File: config.mk
export PLATFORM = sky130hd
export DESIGN_NAME = user_sobel_engine_flat
export DESIGN_NICKNAME = d
export VERILOG_FILES = /design/src/rtl/user_sobel_engine_if.sv /design/src/rtl/user_sobel_engine.sv /design/src/flat_wrapper.sv
export SDC_FILE = /design/constraint.sdc
export NUM_CORES = 1
export LEC_CHECK = 0
export ABC_AREA = 0
export CAP_MARGIN = 20
export CORE_MARGIN = 5
export CORE_UTILIZATION = 60
export DETAILED_ROUTE_END_ITERATION = 8
export GPL_ROUTABILITY_DRIVEN = 0
export GPL_TIMING_DRIVEN = 0
export PLACE_DENSITY = 0.8
export SLEW_MARGIN = 25
export SYNTH_ARGS = -nofsm -noshare
export SYNTH_HDL_FRONTEND = slang
export SYNTH_SLANG_ARGS = --single-unit
File: constraint.sdc
create_clock -name clk_i -period 10.5 [get_ports clk_i]
set_input_delay 2.1 -clock clk_i [delete_from_list [all_inputs] [get_ports clk_i]]
set_output_delay 2.1 -clock clk_i [all_outputs]
set_load 0.05 [all_outputs]
File: src/rtl/user_sobel_engine_if.sv
// CPU register bus for the Sobel engine: single-beat request, combinational grant,
// response (rvalid/rdata) registered one cycle after every granted request.
interface user_sobel_engine_if;
  logic        req;
  logic        gnt;
  logic        we;
  logic [31:0] addr;
  logic [31:0] wdata;
  logic        rvalid;
  logic [31:0] rdata;

  modport master (output req, we, addr, wdata, input gnt, rvalid, rdata);
  modport slave  (input req, we, addr, wdata, output gnt, rvalid, rdata);
endinterface

File: src/rtl/user_sobel_engine.sv
// Sliding 3x3 Sobel engine over an image ROM, results queued in a FIFO; USER_SOBEL_THRESH_EN enables binarised output.
// Latency: 9 fetches to prime + 3 per step + 1 CALC per pixel; a full FIFO stalls CALC, ROM waits on rom_valid_i.
module user_sobel_engine #(
  parameter int unsigned IMG_W     = 16,
  parameter int unsigned IMG_H     = 16,
  parameter int unsigned PIX_W     = 8,
  parameter int unsigned ADDR_W    = 16,
  parameter int unsigned ROM_BASE  = 0,
  parameter int unsigned RES_DEPTH = 8
) (
  input  logic                  clk_i,
  input  logic                  rst_ni,
  user_sobel_engine_if.slave    obi,
  output logic                  rom_req_o,
  output logic [ADDR_W-1:0]     rom_addr_o,
  input  logic [31:0]           rom_data_i,
  input  logic                  rom_valid_i,
  output logic                  irq_o
);
  localparam int unsigned LW = $clog2(RES_DEPTH);
  localparam int unsigned GW = PIX_W + 4;
  localparam logic [PIX_W-1:0] PMAX = '1;

  typedef enum logic [2:0] {S_IDLE, S_PRIME, S_CALC, S_SHIFT, S_DONE} state_e;

  state_e            state_q;
  logic [7:0]        row_q, col_q;
  logic [15:0]       cnt_q;
  logic [3:0]        idx_q;
  logic [PIX_W-1:0]  win_q [3][3];
  logic              rom_req_q, irq_q, done_q, err_q, udf_q;
  logic [31:0]       ctrl_q;
  logic              rvalid_q;
  logic [31:0]       rdata_q, rd_mux;
  logic [PIX_W-1:0]  fifo_q [RES_DEPTH];
  logic [LW:0]       wptr_q, rptr_q, level;
  logic              fifo_empty, fifo_full, push, pop;
  logic              wr_en, rd_en, start_req, busy;
  logic [1:0]        reg_sel;
  logic [PIX_W-1:0]  thresh_val, res;
  logic [ADDR_W-1:0] fetch_addr;

  assign obi.gnt    = obi.req;
  assign obi.rvalid = rvalid_q;
  assign obi.rdata  = rdata_q;
  assign rom_req_o  = rom_req_q;
  assign rom_addr_o = rom_req_q ? fetch_addr : '0;
  assign irq_o      = irq_q;

  assign reg_sel    = obi.addr[3:2];
  assign wr_en      = obi.req & obi.we;
  assign rd_en      = obi.req & ~obi.we;
  assign start_req  = wr_en && (reg_sel == 2'd0);
  assign busy       = (state_q == S_PRIME) || (state_q == S_CALC) || (state_q == S_SHIFT);

  assign level      = wptr_q - rptr_q;
  assign fifo_empty = (level == '0);
  assign fifo_full  = (level == (LW+1)'(RES_DEPTH));
  assign pop        = rd_en && (reg_sel == 2'd2) && !fifo_empty;
  // A pop in the same cycle frees the slot, so a full FIFO may still accept the push.
  assign push       = (state_q == S_CALC) && (!fifo_full || pop);

  logic unused_bits;
  assign unused_bits = ^{obi.addr[31:4], obi.addr[1:0], rom_data_i[31:PIX_W]};

  // Window pixels widened so the signed kernel sums cannot overflow.
  logic signed [GW-1:0] w [3][3];
  logic signed [GW-1:0] gx, gy, ax, ay;
  logic [GW-1:0]        mag;
  logic [PIX_W-1:0]     mag_sat;

  always_comb begin
    for (int i = 0; i < 3; i++)
      for (int j = 0; j < 3; j++)
        w[i][j] = $signed({4'b0000, win_q[i][j]});
    gx = (w[0][2] + (w[1][2] <<< 1) + w[2][2]) - (w[0][0] + (w[1][0] <<< 1) + w[2][0]);
    gy = (w[2][0] + (w[2][1] <<< 1) + w[2][2]) - (w[0][0] + (w[0][1] <<< 1) + w[0][2]);
    ax = gx[GW-1] ? -gx : gx;
    ay = gy[GW-1] ? -gy : gy;
    mag = $unsigned(ax) + $unsigned(ay);
    mag_sat = (mag > {4'b0000, PMAX}) ? PMAX : mag[PIX_W-1:0];
`ifdef USER_SOBEL_THRESH_EN
    res = (mag_sat >= thresh_val) ? PMAX : '0;
`else
    res = mag_sat;
`endif
  end

`ifdef USER_SOBEL_THRESH_EN
  logic [PIX_W-1:0] thresh_q;
  always_ff @(posedge clk_i or negedge rst_ni) begin
    if (!rst_ni) thresh_q <= '0;
    else if (wr_en && (reg_sel == 2'd3)) thresh_q <= obi.wdata[PIX_W-1:0];
  end
  assign thresh_val = thresh_q;
`else
  assign thresh_val = '0;
`endif

  // PRIME walks the 3x3 window row-major; SHIFT only fills the right column (idx = row).
  always_comb begin
    int dr, dc, r, c;
    dr = int'(idx_q);
    dc = 2;
    if (state_q == S_PRIME) begin
      dr = int'(idx_q) / 3;
      dc = int'(idx_q) % 3;
    end
    r = int'(row_q) + dr - 1;
    c = int'(col_q) + dc - 1;
    if (r < 0) r = 0;
    else if (r > int'(IMG_H) - 1) r = int'(IMG_H) - 1;
    if (c < 0) c = 0;
    else if (c > int'(IMG_W) - 1) c = int'(IMG_W) - 1;
    fetch_addr = ADDR_W'(int'(ROM_BASE) + r * int'(IMG_W) + c);
  end

  always_ff @(posedge clk_i or negedge rst_ni) begin
    if (!rst_ni) begin
      state_q   <= S_IDLE;
      row_q     <= '0;
      col_q     <= '0;
      cnt_q     <= '0;
      idx_q     <= '0;
      rom_req_q <= 1'b0;
      irq_q     <= 1'b0;
      done_q    <= 1'b0;
      err_q     <= 1'b0;
      udf_q     <= 1'b0;
      ctrl_q    <= '0;
      for (int i = 0; i < 3; i++)
        for (int j = 0; j < 3; j++)
          win_q[i][j] <= '0;
    end else begin
      irq_q <= 1'b0;
      if (wr_en && (reg_sel == 2'd1)) begin
        if (obi.wdata[2]) err_q <= 1'b0;
        if (obi.wdata[3]) udf_q <= 1'b0;
      end
      if (rd_en && (reg_sel == 2'd2) && fifo_empty) udf_q <= 1'b1;
      if (start_req && busy) err_q <= 1'b1;

      unique case (state_q)
        S_IDLE, S_DONE: begin
          state_q <= S_IDLE;
          if (start_req) begin
            ctrl_q <= obi.wdata;
            col_q  <= obi.wdata[7:0];
            row_q  <= obi.wdata[15:8];
            cnt_q  <= obi.wdata[31:16];
            idx_q  <= '0;
            done_q <= 1'b0;
            if (obi.wdata[31:16] == 16'd0) begin
              state_q <= S_DONE;
              irq_q   <= 1'b1;
              done_q  <= 1'b1;
            end else begin
              state_q   <= S_PRIME;
              rom_req_q <= 1'b1;
            end
          end
        end
        S_PRIME: begin
          if (rom_req_q && rom_valid_i) begin
            for (int i = 0; i < 9; i++)
              if (idx_q == 4'(i)) win_q[i/3][i%3] <= rom_data_i[PIX_W-1:0];
            if (idx_q == 4'd8) begin
              rom_req_q <= 1'b0;
              idx_q     <= '0;
              state_q   <= S_CALC;
            end else begin
              idx_q <= idx_q + 4'd1;
            end
          end
        end
        S_SHIFT: begin
          if (rom_req_q && rom_valid_i) begin
            for (int i = 0; i < 3; i++)
              if (idx_q == 4'(i)) win_q[i][2] <= rom_data_i[PIX_W-1:0];
            if (idx_q == 4'd2) begin
              rom_req_q <= 1'b0;
              idx_q     <= '0;
              state_q   <= S_CALC;
            end else begin
              idx_q <= idx_q + 4'd1;
            end
          end
        end
        S_CALC: begin
          if (push) begin
            cnt_q <= cnt_q - 16'd1;
            if (cnt_q == 16'd1) begin
              state_q <= S_DONE;
              irq_q   <= 1'b1;
              done_q  <= 1'b1;
            end else if (col_q == 8'(IMG_W - 1)) begin
              col_q     <= '0;
              row_q     <= (row_q == 8'(IMG_H - 1)) ? 8'd0 : row_q + 8'd1;
              state_q   <= S_PRIME;
              rom_req_q <= 1'b1;
            end else begin
              col_q <= col_q + 8'd1;
              for (int i = 0; i < 3; i++) begin
                win_q[i][0] <= win_q[i][1];
                win_q[i][1] <= win_q[i][2];
              end
              state_q   <= S_SHIFT;
              rom_req_q <= 1'b1;
            end
          end
        end
        default: state_q <= S_IDLE;
      endcase
    end
  end

  always_comb begin
    rd_mux = '0;
    unique case (reg_sel)
      2'd0: rd_mux = ctrl_q;
      2'd1: rd_mux = {16'b0, 8'(level), 4'b0, udf_q, err_q, done_q, busy};
      2'd2: rd_mux = fifo_empty ? 32'b0 : {{(32-PIX_W){1'b0}}, fifo_q[rptr_q[LW-1:0]]};
      default: rd_mux = {{(32-PIX_W){1'b0}}, thresh_val};
    endcase
  end

  always_ff @(posedge clk_i) begin
    if (push) fifo_q[wptr_q[LW-1:0]] <= res;
  end

  always_ff @(posedge clk_i or negedge rst_ni) begin
    if (!rst_ni) begin
      wptr_q   <= '0;
      rptr_q   <= '0;
      rvalid_q <= 1'b0;
      rdata_q  <= '0;
    end else begin
      rvalid_q <= obi.req;
      if (push) wptr_q <= wptr_q + 1'b1;
      if (pop)  rptr_q <= rptr_q + 1'b1;
      if (obi.req) rdata_q <= rd_en ? rd_mux : 32'b0;
    end
  end
endmodule
File: src/flat_wrapper.sv
// flat-port wrapper written by rule: the top's interface ports become plain ports
module user_sobel_engine_flat 
#(
  parameter int unsigned IMG_W     = 16,
  parameter int unsigned IMG_H     = 16,
  parameter int unsigned PIX_W     = 8,
  parameter int unsigned ADDR_W    = 16,
  parameter int unsigned ROM_BASE  = 0,
  parameter int unsigned RES_DEPTH = 8
)
  (clk_i, rst_ni, rom_req_o, rom_addr_o, rom_data_i, rom_valid_i, irq_o, obi_req, obi_we, obi_addr, obi_wdata, obi_gnt, obi_rvalid, obi_rdata);
  user_sobel_engine_if obi_i ();
  input  logic clk_i;
  input  logic rst_ni;
  output logic rom_req_o;
  output logic [ADDR_W-1:0] rom_addr_o;
  input  logic [31:0] rom_data_i;
  input  logic rom_valid_i;
  output logic irq_o;
  input wire logic [$bits(obi_i.req)-1:0] obi_req;
  input wire logic [$bits(obi_i.we)-1:0] obi_we;
  input wire logic [$bits(obi_i.addr)-1:0] obi_addr;
  input wire logic [$bits(obi_i.wdata)-1:0] obi_wdata;
  output wire logic [$bits(obi_i.gnt)-1:0] obi_gnt;
  output wire logic [$bits(obi_i.rvalid)-1:0] obi_rvalid;
  output wire logic [$bits(obi_i.rdata)-1:0] obi_rdata;
  assign obi_i.req = obi_req;
  assign obi_i.we = obi_we;
  assign obi_i.addr = obi_addr;
  assign obi_i.wdata = obi_wdata;
  assign obi_gnt = obi_i.gnt;
  assign obi_rvalid = obi_i.rvalid;
  assign obi_rdata = obi_i.rdata;
  user_sobel_engine #(.IMG_W(IMG_W), .IMG_H(IMG_H), .PIX_W(PIX_W), .ADDR_W(ADDR_W), .ROM_BASE(ROM_BASE), .RES_DEPTH(RES_DEPTH)) u_core (.clk_i(clk_i), .rst_ni(rst_ni), .obi(obi_i), .rom_req_o(rom_req_o), .rom_addr_o(rom_addr_o), .rom_data_i(rom_data_i), .rom_valid_i(rom_valid_i), .irq_o(irq_o));
endmodule
# Yosys cells after proc, flatten, opt, wreduce, memory -nomap -nowiden
# Memories as Yosys holds them, arrays and structs flattened.
# Index checks and enable logic that the tools add are counted.
# totals
register_bits	189
ramBits	64
in_bits	101
output_inout_bits	52
elab_cells	243
n_memories	1
# classes
add_sub_neg	25
div	2
order_cmp	5
eq_ne	39
muxes	97
n_bitwise	3
reduce_logical	47
# mem_list
memory	depth	width	read_ports	rd_ports_with_merged_regs	wr	line_no	text
u_core.fifo_q	8	8	1	0	1	user_sobel_engine.sv:35	logic [PIX_W-1:0] fifo_q [RES_DEPTH];
# op_table
operator	count
16-bit 2-to-1 mux	14
8-bit 2-to-1 mux	23
16-bit one-hot mux with 2 select lines	4
32-bit 2-to-1 mux	3
32-bit one-hot mux with 3 select lines	1
8-bit one-hot mux with 2 select lines	5
72-bit 2-to-1 mux	1
9-bit by 32-bit adder with 32-bit output	2
32-bit by 5-bit > comparator with 1-bit output, second input constant	2
32-bit by 1-bit < comparator with 1-bit output, second input constant	2
32-bit by 2-bit subtractor with 32-bit output, second input constant	2
12-bit by 9-bit adder with 12-bit output	4
12-bit 2-to-1 mux	4
8-bit by 9-bit adder with 10-bit output	4
2-bit != test, second input constant	19
6-bit AND reduction	6
5-bit by 3-bit divider with 32-bit output, second input constant	1
5-bit by 3-bit modulo with 32-bit output, second input constant	1
5-bit AND reduction	5
3-bit 2-to-1 mux	8
12-bit negation	2
12-bit subtractor	2
1-bit 2-to-1 mux	23
4-bit 2-to-1 mux	5
other kinds (41)	75

# Depth between registers and ports, before layout
# Gate-level depths: netlist (run 1).
# depth
ltp_word	9
ltp_mapped	40

# Worst setup path after synthesis (run 1)
# OpenSTA, ideal clock, no wires.
# synth_timing
kind	register to output
startpoint	reg u_core.idx_q[3]
endpoint	out rom_addr_o[0]
t_arrival_ns	5.991
required_time_ns	8.400
setup_slack_ns	2.409
stages_incl_launch_ff	26
path_buffers	2
cell_sequence	dfrtp_1 buf_2 buf_1 nor2_1 ha_1 nor2b_1 o31a_1 xnor2_1 ha_1 or2_2 nor2_1 and3_1 mux2i_1 nand2_1 ha_1 inv_1 ha_1 a21o_1 a211o_1 o211ai_1 a211oi_1 o31a_1 o2111ai_1 a21oi_1 nand3b_1 a41oi_1
# synth_between
elab_chain_cells	9
# synth_lines
element	line_no	text
start: declaration	user_sobel_engine.sv:29	logic [3:0] idx_q;
start signal: assignment	user_sobel_engine.sv:172	idx_q <= idx_q + 4'd1;
start signal: assignment	user_sobel_engine.sv:185	idx_q <= idx_q + 4'd1;
5-bit by 3-bit modulo with 32-bit output *	user_sobel_engine.sv:107	dc = int'(idx_q) % 3;
32-bit 2-to-1 mux *	user_sobel_engine.sv:105	if (state_q == S_PRIME) begin
9-bit by 32-bit adder with 32-bit output *	user_sobel_engine.sv:110	c = int'(col_q) + dc - 1;
32-bit by 2-bit subtractor with 32-bit output *	user_sobel_engine.sv:110	
32-bit by 5-bit > comparator with 1-bit output	user_sobel_engine.sv:114	else if (c > int'(IMG_W) - 1) c = int'(IMG_W) - 1;
16-bit 2-to-1 mux	user_sobel_engine.sv:114	
16-bit 2-to-1 mux *	user_sobel_engine.sv:113	if (c < 0) c = 0;
16-bit adder *	user_sobel_engine.sv:115	fetch_addr = ADDR_W'(int'(ROM_BASE) + r * int'(IMG_W) + c);
16-bit 2-to-1 mux *	user_sobel_engine.sv:47	assign rom_addr_o = rom_req_q ? fetch_addr : '0;
end: declaration	flat_wrapper.sv:16	output logic [ADDR_W-1:0] rom_addr_o;
# Mark *: on every way between the ends. The rest lies on a longest branch, timed or not.

# Final worst setup path (run 1)
# layout_timing
startpoint	reg u_core.idx_q[3]
endpoint	out rom_addr_o[5]
# layout_between
elab_chain_cells	9
# layout_lines
element	line_no
5-bit by 3-bit divider with 32-bit output / 5-bit by 3-bit modulo with 32-bit output (equally long branches)	user_sobel_engine.sv:106, user_sobel_engine.sv:107
32-bit 2-to-1 mux	user_sobel_engine.sv:105
9-bit by 32-bit adder with 32-bit output, on equally long branches	user_sobel_engine.sv:109, user_sobel_engine.sv:110
32-bit by 2-bit subtractor with 32-bit output, on equally long branches	user_sobel_engine.sv:109, user_sobel_engine.sv:110
32-bit by 5-bit > comparator with 1-bit output, on equally long branches	user_sobel_engine.sv:112, user_sobel_engine.sv:114
12-bit 2-to-1 mux / 16-bit 2-to-1 mux (equally long branches)	user_sobel_engine.sv:112, user_sobel_engine.sv:114
12-bit 2-to-1 mux / 16-bit 2-to-1 mux (equally long branches)	user_sobel_engine.sv:111, user_sobel_engine.sv:113
16-bit adder *	user_sobel_engine.sv:115
16-bit 2-to-1 mux *	user_sobel_engine.sv:47
# Marks and branches as above.

==> metrics, run 1 <==
status=complete, but fails checks; failing checks=slew limit; Startpoint Class=flip-flop; Critical Path AT=about 7700 ps; Final Max Slew Viols=2; flip-flop and latch count after synthesis=253; hold crit path type=reg -> reg; Netlist cell types=89; largest net degree at the start of global routing=approximately 90; Fin Clk Skew=18.6 ps; CTS tree=built; number of iterations in the first detailed-routing pass=6; core area=30600 sq um; post-CTS setup buffers=0; initial antenna violation count=0; Multi-input gate area=approximately 11000 sq um; slowest CP cell=clkdlybuf4s50_1; Post-CTS Hold Buffers=0; fraction of layout instances using a drive strength above 1=0.0623; CP Capture Type=output pin; CTS buffer count=28; Root Driver=clkbuf_16; placed cell areas=20200 sq um; Final Hold Fails=0; Die Ht=between 150 and 200 um; Setup WS pre-CTS=715 ps; Max-Cap Viols=0; Cells after Synth=approximately 2000; Max Freq=0.102 GHz; minimum clock period=approximately 9800 ps; Final ANT Viol Nets=0; worst slew pin tran=1540 ps; data required time of the worst path=8400 ps; Port-buffer cells=90; WL/cell=18.5 um; synthesized area per cell=9.14 sq um; Clock Latency Late Sink=550 ps; critical path class=reg -> out; Max Buffers Root-to-Sink=3; clk sinks=about 250; DIE WIDTH=roughly 190 um; share of the synthesized area in the top cell type=0.255; unrepaired setup endpoints after global routing=false; Initial Util=0.607; Hold WS=476 ps; library cell appearing most often on the critical path=ha_1; dpl cells=2544; Via density=6.07; Primary FF master, synth=dfrtp_1; CTS clk-pin slew, worst paths=60 ps; gr usage total=0.278; first-pass GRT wire length=78600 um; Core Rows=64; Post-route DRC=0; Vias=15741; Slew HR=-0.0256; area delta synth->final=14.1%; CP Max Fanout=10; setup violators final=0; delay of the slowest cell on the worst path=810 ps; Die Area=34600 sq um; FF+latch area=6650 sq um; final setup margin=688 ps; vias in the first global route=around 16000; routed wire length=48100 um; H-tree Lvls=1; Yosys top cell by area=dfrtp_1; dpl hpwl=36200 um; Post-synth ARST share=0.747; IO Count=153; final cycle utilization of the critical path=0.935; Synth warnings=0; final net count=2473; initial DRC count=between 1000 and 1500; sequential cell area fraction in the yosys report=0.358; Ant. Diodes=0; synthesized cell area=18600 sq um; Cell Count, Final, Fillers Out=2594; fin area=21200 sq um; Overflow after GRT=0; Fillers=2340; Post-synth EDFFs=64; dominant cells by area after synthesis=dfrtp_1 25%, edfxtp_1 10%, ha_1 10%, nand2_1 5.2%, a21oi_1 4.6%
-- routing by layer --
layer / vias up / global-route usage / share of wire
met2: 602 / 0.474 / 0.49
met4: 0 / 0.0968 / 0.037
met5: - / 0 / 0
met3: 135 / 0.0340 / 0.061
met1: 7603 / 0.369 / 0.41
li1: 7401 / - / -
-- registers in the layout, indices dropped and copies added (netlist names), 3 cells and up --
| signal | cells |
|---|---|
| u_core.cnt_q | 16 |
| u_core.col_q | 8 |
| u_core.ctrl_q | 32 |
| u_core.fifo_q | 64 |
| u_core.idx_q | 4 |
| u_core.obi.rdata | 32 |
| u_core.row_q | 8 |
| u_core.rptr_q | 4 |
| u_core.state_q | 3 |
| u_core.w | 72 |
| u_core.wptr_q | 4 |
-- cell families after synthesis --
group | share of synthesized area
simple gates | 0.150
fa+ha+maj | 0.147
mux | 0.0608
xor+xnor | 0.0536
compound gates | 0.173
other cells | 0.000404
buf+inv | 0.0570
flops | 0.358
-- cell type report --
type / instances / share of cell area
plain buffers: 76 / 0.0139
clock buffers: 33 / 0.0368
clock inverters: 17 / 0.00868
inverters: 204 / 0.0361
multi-input cells: 1518 / 0.520
flip-flops and latches: 253 / 0.314
well taps: 396 / 0.0234
repair buffers: 97 / 0.0476
-- cell usage after synthesis, drive strengths merged, types with 5 or more instances --
| library cell | number |
|---|---|
| xor2 | 33 |
| and3 | 18 |
| o21a | 17 |
| clkbuf | 60 |
| edfxtp | 64 |
| nand3 | 31 |
| nand4 | 15 |
| and2 | 18 |
| buf | 16 |
| o21bai | 18 |
| inv | 203 |
| nand3b | 6 |
| ha | 153 |
| a22oi | 5 |
| nand2 | 259 |
| a211oi | 11 |
| nor3b | 7 |
| mux2 | 23 |
| mux4 | 16 |
| o211ai | 9 |
| o2bb2ai | 5 |
| nor4 | 18 |
| xnor2 | 78 |
| o21ai | 128 |
| or2 | 5 |
| a2111oi | 5 |
| nor2b | 24 |
| a21oi | 172 |
| a211o | 7 |
| nor2 | 122 |
| fa | 41 |
| mux2i | 51 |
| a221o | 10 |
| dfrtp | 189 |
| a21o | 31 |
| a31oi | 20 |
| a22o | 23 |
| nor3 | 37 |
| nand2b | 15 |
-- timing repair --
item                                   in CTS  in global routing
setup endpoints to repair                   0                  4
gates resized for setup                     0                  7
endpoints found under the hold margin       0                  0
-- layout by cell type (no fill, tap or decap), types with 29 or more instances in the layout --
cell / instances
ha_1: 153
nand3_1: 31
inv_1: 200
xnor2_1: 78
o21ai_0: 116
fa_1: 41
clkdlybuf4s50_1: 85
dfrtp_1: 189
edfxtp_1: 64
xor2_1: 33
nor3_1: 32
mux2i_1: 51
a21o_1: 30
a21oi_1: 170
clkbuf_16: 29
nor2_1: 122
nand2_1: 259
clkbuf_1: 60
-- worst paths after layout --
check                                              endpoint                     startpoint  slack, ps  cells after the start
max                                           rom_addr_o[5]    u_core.idx_q[3]$_DFFE_PN0P_        690                     30
min                           u_core.ctrl_q[19]$_DFFE_PN0P_  u_core.ctrl_q[19]$_DFFE_PN0P_        480                      2
min reg2reg                   u_core.ctrl_q[19]$_DFFE_PN0P_  u_core.ctrl_q[19]$_DFFE_PN0P_        480                      2
max in group asynchronous          u_core.w[30]$_DFFE_PN0P_                         rst_ni       7950                      3
max reg2reg                   u_core.fifo_q[4][4]$_DFFE_PP_       u_core.w[73]$_DFFE_PN0P_       2370                     30
min in group asynchronous  u_core.obi.rdata[24]$_DFFE_PN0P_                         rst_ni       1430                      1
-- per-stage QoR --
| stage | util | setup TNS [ps] |
|---|---|---|
| floorplan | - | 0 |
| global placement | 0.655 | -83530 |
| detailed placement | 0.660 | 0 |
| CTS | 0.692 | 0 |
| global route | 0.693 | 0 |
| finish | 0.693 | 0 |
-- critical path, delay by kind of cell, from the launching register on --
kind                     cells  cell delay (ps)
AO/OA/AOI/OAI                9             1810
XOR/XNOR                     1              130
adder cells (fa/ha/maj)      6             1680
buffers and inverters        5             1320
flip-flops                   1              380
AND/OR/NAND/NOR              9             1850
Power of run 1 is not shown: default switching activity piles up to over one toggle a cycle in this logic, so the estimate is an artifact.
==> run 2: changes to the inputs <==
CORE_UTILIZATION = 54   (was 60)
PLACE_DENSITY = 0.76   (was 0.8)
clock period = 7.9 ns   (was 10.5 ns; I/O delays follow)
==> run 2 against run 1 <==
The run still ends with slew limit left. Non-clock buffer count rose by 28. Core utilization decreased by 5.5 points. Die area rose by 10%. Sequential cell count unchanged. Final cell count increased by 3.3%. Global-route usage shrank 3.0 points.
==> metrics, run 2 (same netlist as run 1, synthesis figures left out) <==
Final Hold Fails=0 (unchanged); worst slew pin tran=1540 ps (about the same); H-tree Lvls=1 (unchanged); fin area=21900 sq um (was 21200 sq um); Core Rows=68 (was 64); area delta synth->final=17.7% (was 14.1%); vias in the first global route=15762 (was 15573); core area=34300 sq um (was 30600 sq um); fraction of layout instances using a drive strength above 1=0.107 (was 0.0623); Final Max Slew Viols=1 (was 2); library cell appearing most often on the critical path=buf_6 (was ha_1); hold crit path type=reg -> reg (unchanged); CTS clk-pin slew, worst paths=60 ps (about the same); WL/cell=18.4 um (was 18.5 um); Max Buffers Root-to-Sink=3 (unchanged); delay of the slowest cell on the worst path=500 ps (was 810 ps); Overflow after GRT=0 (unchanged); dpl hpwl=37000 um (was 36200 um); Critical Path AT=6290 ps (was 7710 ps); Final Util=0.638 (was 0.693); Die Area=38200 sq um (was 34600 sq um); Crit path max-delay family=simple AND/OR/NAND/NOR gates (unchanged); Port-buffer cells=90 (unchanged); number of iterations in the first detailed-routing pass=8 (was 6); Worst Path Buf+Inv=8 (was 5); first-pass GRT wire length=79200 um (was 78600 um); Ant. Diodes=0 (unchanged); initial DRC count=1339 (was 1314); CTS tree=built (unchanged); Fin Clk Skew=20.9 ps (was 18.6 ps); most common cell after layout, fill and taps aside=nand2_1 (unchanged); final net count=2499 (was 2473); gr usage total=0.248 (was 0.278); most frequent cells in the layout=256 x nand2_1, 198 x inv_1, 188 x dfrtp_1 (was 259 x nand2_1, 200 x inv_1, 189 x dfrtp_1); Max Freq=0.127 GHz; placed cell areas=20300 sq um (was 20200 sq um); largest net degree at the start of global routing=89 (was 92); Post-route DRC=0 (unchanged); max reg flops=72 (unchanged); Via density=5.97 (was 6.07); Initial Util=0.542 (was 0.607); status=complete, but fails checks (unchanged); Startpoint Class=flip-flop (unchanged); clk sinks=253 (unchanged); setup violators final=0 (unchanged); Clock Latency Late Sink=550 ps (about the same); minimum clock period=7870 ps; DIE WIDTH=196 um (was 186 um); Root Driver=clkbuf_16 (unchanged); Vias=16003 (was 15741); unrepaired setup endpoints after global routing=true (was false); failing checks=slew limit (unchanged); CTS buffer count=26 (was 28); critical path class=reg -> out (unchanged); Max-Cap Viols=0 (unchanged); IO Count=153 (unchanged); Final ANT Viol Nets=0 (unchanged); data required time of the worst path=6320 ps (was 8400 ps); CP Capture Type=output pin (unchanged); CP Max Fanout=5 (was 10); Slew HR=-0.0320 (was -0.0256); Post-CTS Hold Buffers=0 (unchanged); final cycle utilization of the critical path=0.996; routed wire length=49400 um (was 48100 um); Die Ht=196 um (was 186 um); slowest CP cell=or4_4 (was clkdlybuf4s50_1); initial antenna violation count=0 (unchanged)
## run 2: final cells by class
cell class	instances	area, sq um
Fill cell	2645	12400
Multi-Input combinational cell	1518	11500
Sequential cell	253	6650
Timing Repair Buffer	131	1250
Inverter	204	769
Clock buffer	33	707
Tap cell	455	569
Buffer	70	322
Clock inverter	15	118
## run 2: worst paths after layout
path	slack, ps	cells after the start	start	end
setup / recovery	30	28	u_core.idx_q[2]$_DFFE_PN0P_	rom_addr_o[2]
hold / removal	480	2	u_core.ctrl_q[15]$_DFFE_PN0P_	u_core.ctrl_q[15]$_DFFE_PN0P_
setup reg to reg	290	29	u_core.w[73]$_DFFE_PN0P_	u_core.fifo_q[2][4]$_DFFE_PP_
hold reg to reg	480	2	u_core.ctrl_q[15]$_DFFE_PN0P_	u_core.ctrl_q[15]$_DFFE_PN0P_
max in group asynchronous	5860	3	rst_ni	u_core.w[55]$_DFFE_PN0P_
min in group asynchronous	930	1	rst_ni	u_core.obi.rdata[23]$_DFFE_PN0P_
## run 2: metrics by stage
stage | std cells | hold WS, ps | TNS, ps | worst slack, ps
2_1_floorplan | 2051 | 445 | 0 | 329
4_1_cts | 2660 | 479 | 0 | 0.672
5_1_grt | 2679 | 498 | -7560 | -248
3_3_place_gp | 2596 | 459 | -498830 | -2650
3_5_place_dp | 2602 | 464 | -7910 | -1300
6_report | 2679 | 475 | 0 | 33.9
## run 2: per-layer routing
| metal | global-route usage | part of all wire |
|---|---|---|
| met2 | 0.421 | 0.49 |
| met1 | 0.329 | 0.41 |
| met4 | 0.0828 | 0.038 |
| met5 | 0 | 0 |
| met3 | 0.0345 | 0.065 |
## run 2: repair_timing
item	in CTS	in global routing
resized for setup	100	62
setup buffers	13	22
pin swaps	23	39
endpoints found under the setup margin	8	72
## run 2: worst reg2reg max path: cells and delay by family (launching register included)
| family | cells | cell delay (ps) |
|---|---|---|
| adders and majority gates | 6 | 2320 |
| buffers and inverters | 2 | 340 |
| DFF | 1 | 430 |
| xor gates and xnor gates | 2 | 330 |
| AOI/OAI and AO/OA | 13 | 3060 |
| and+or+nand+nor | 6 | 820 |
Power of run 2 is left out for the same reason.
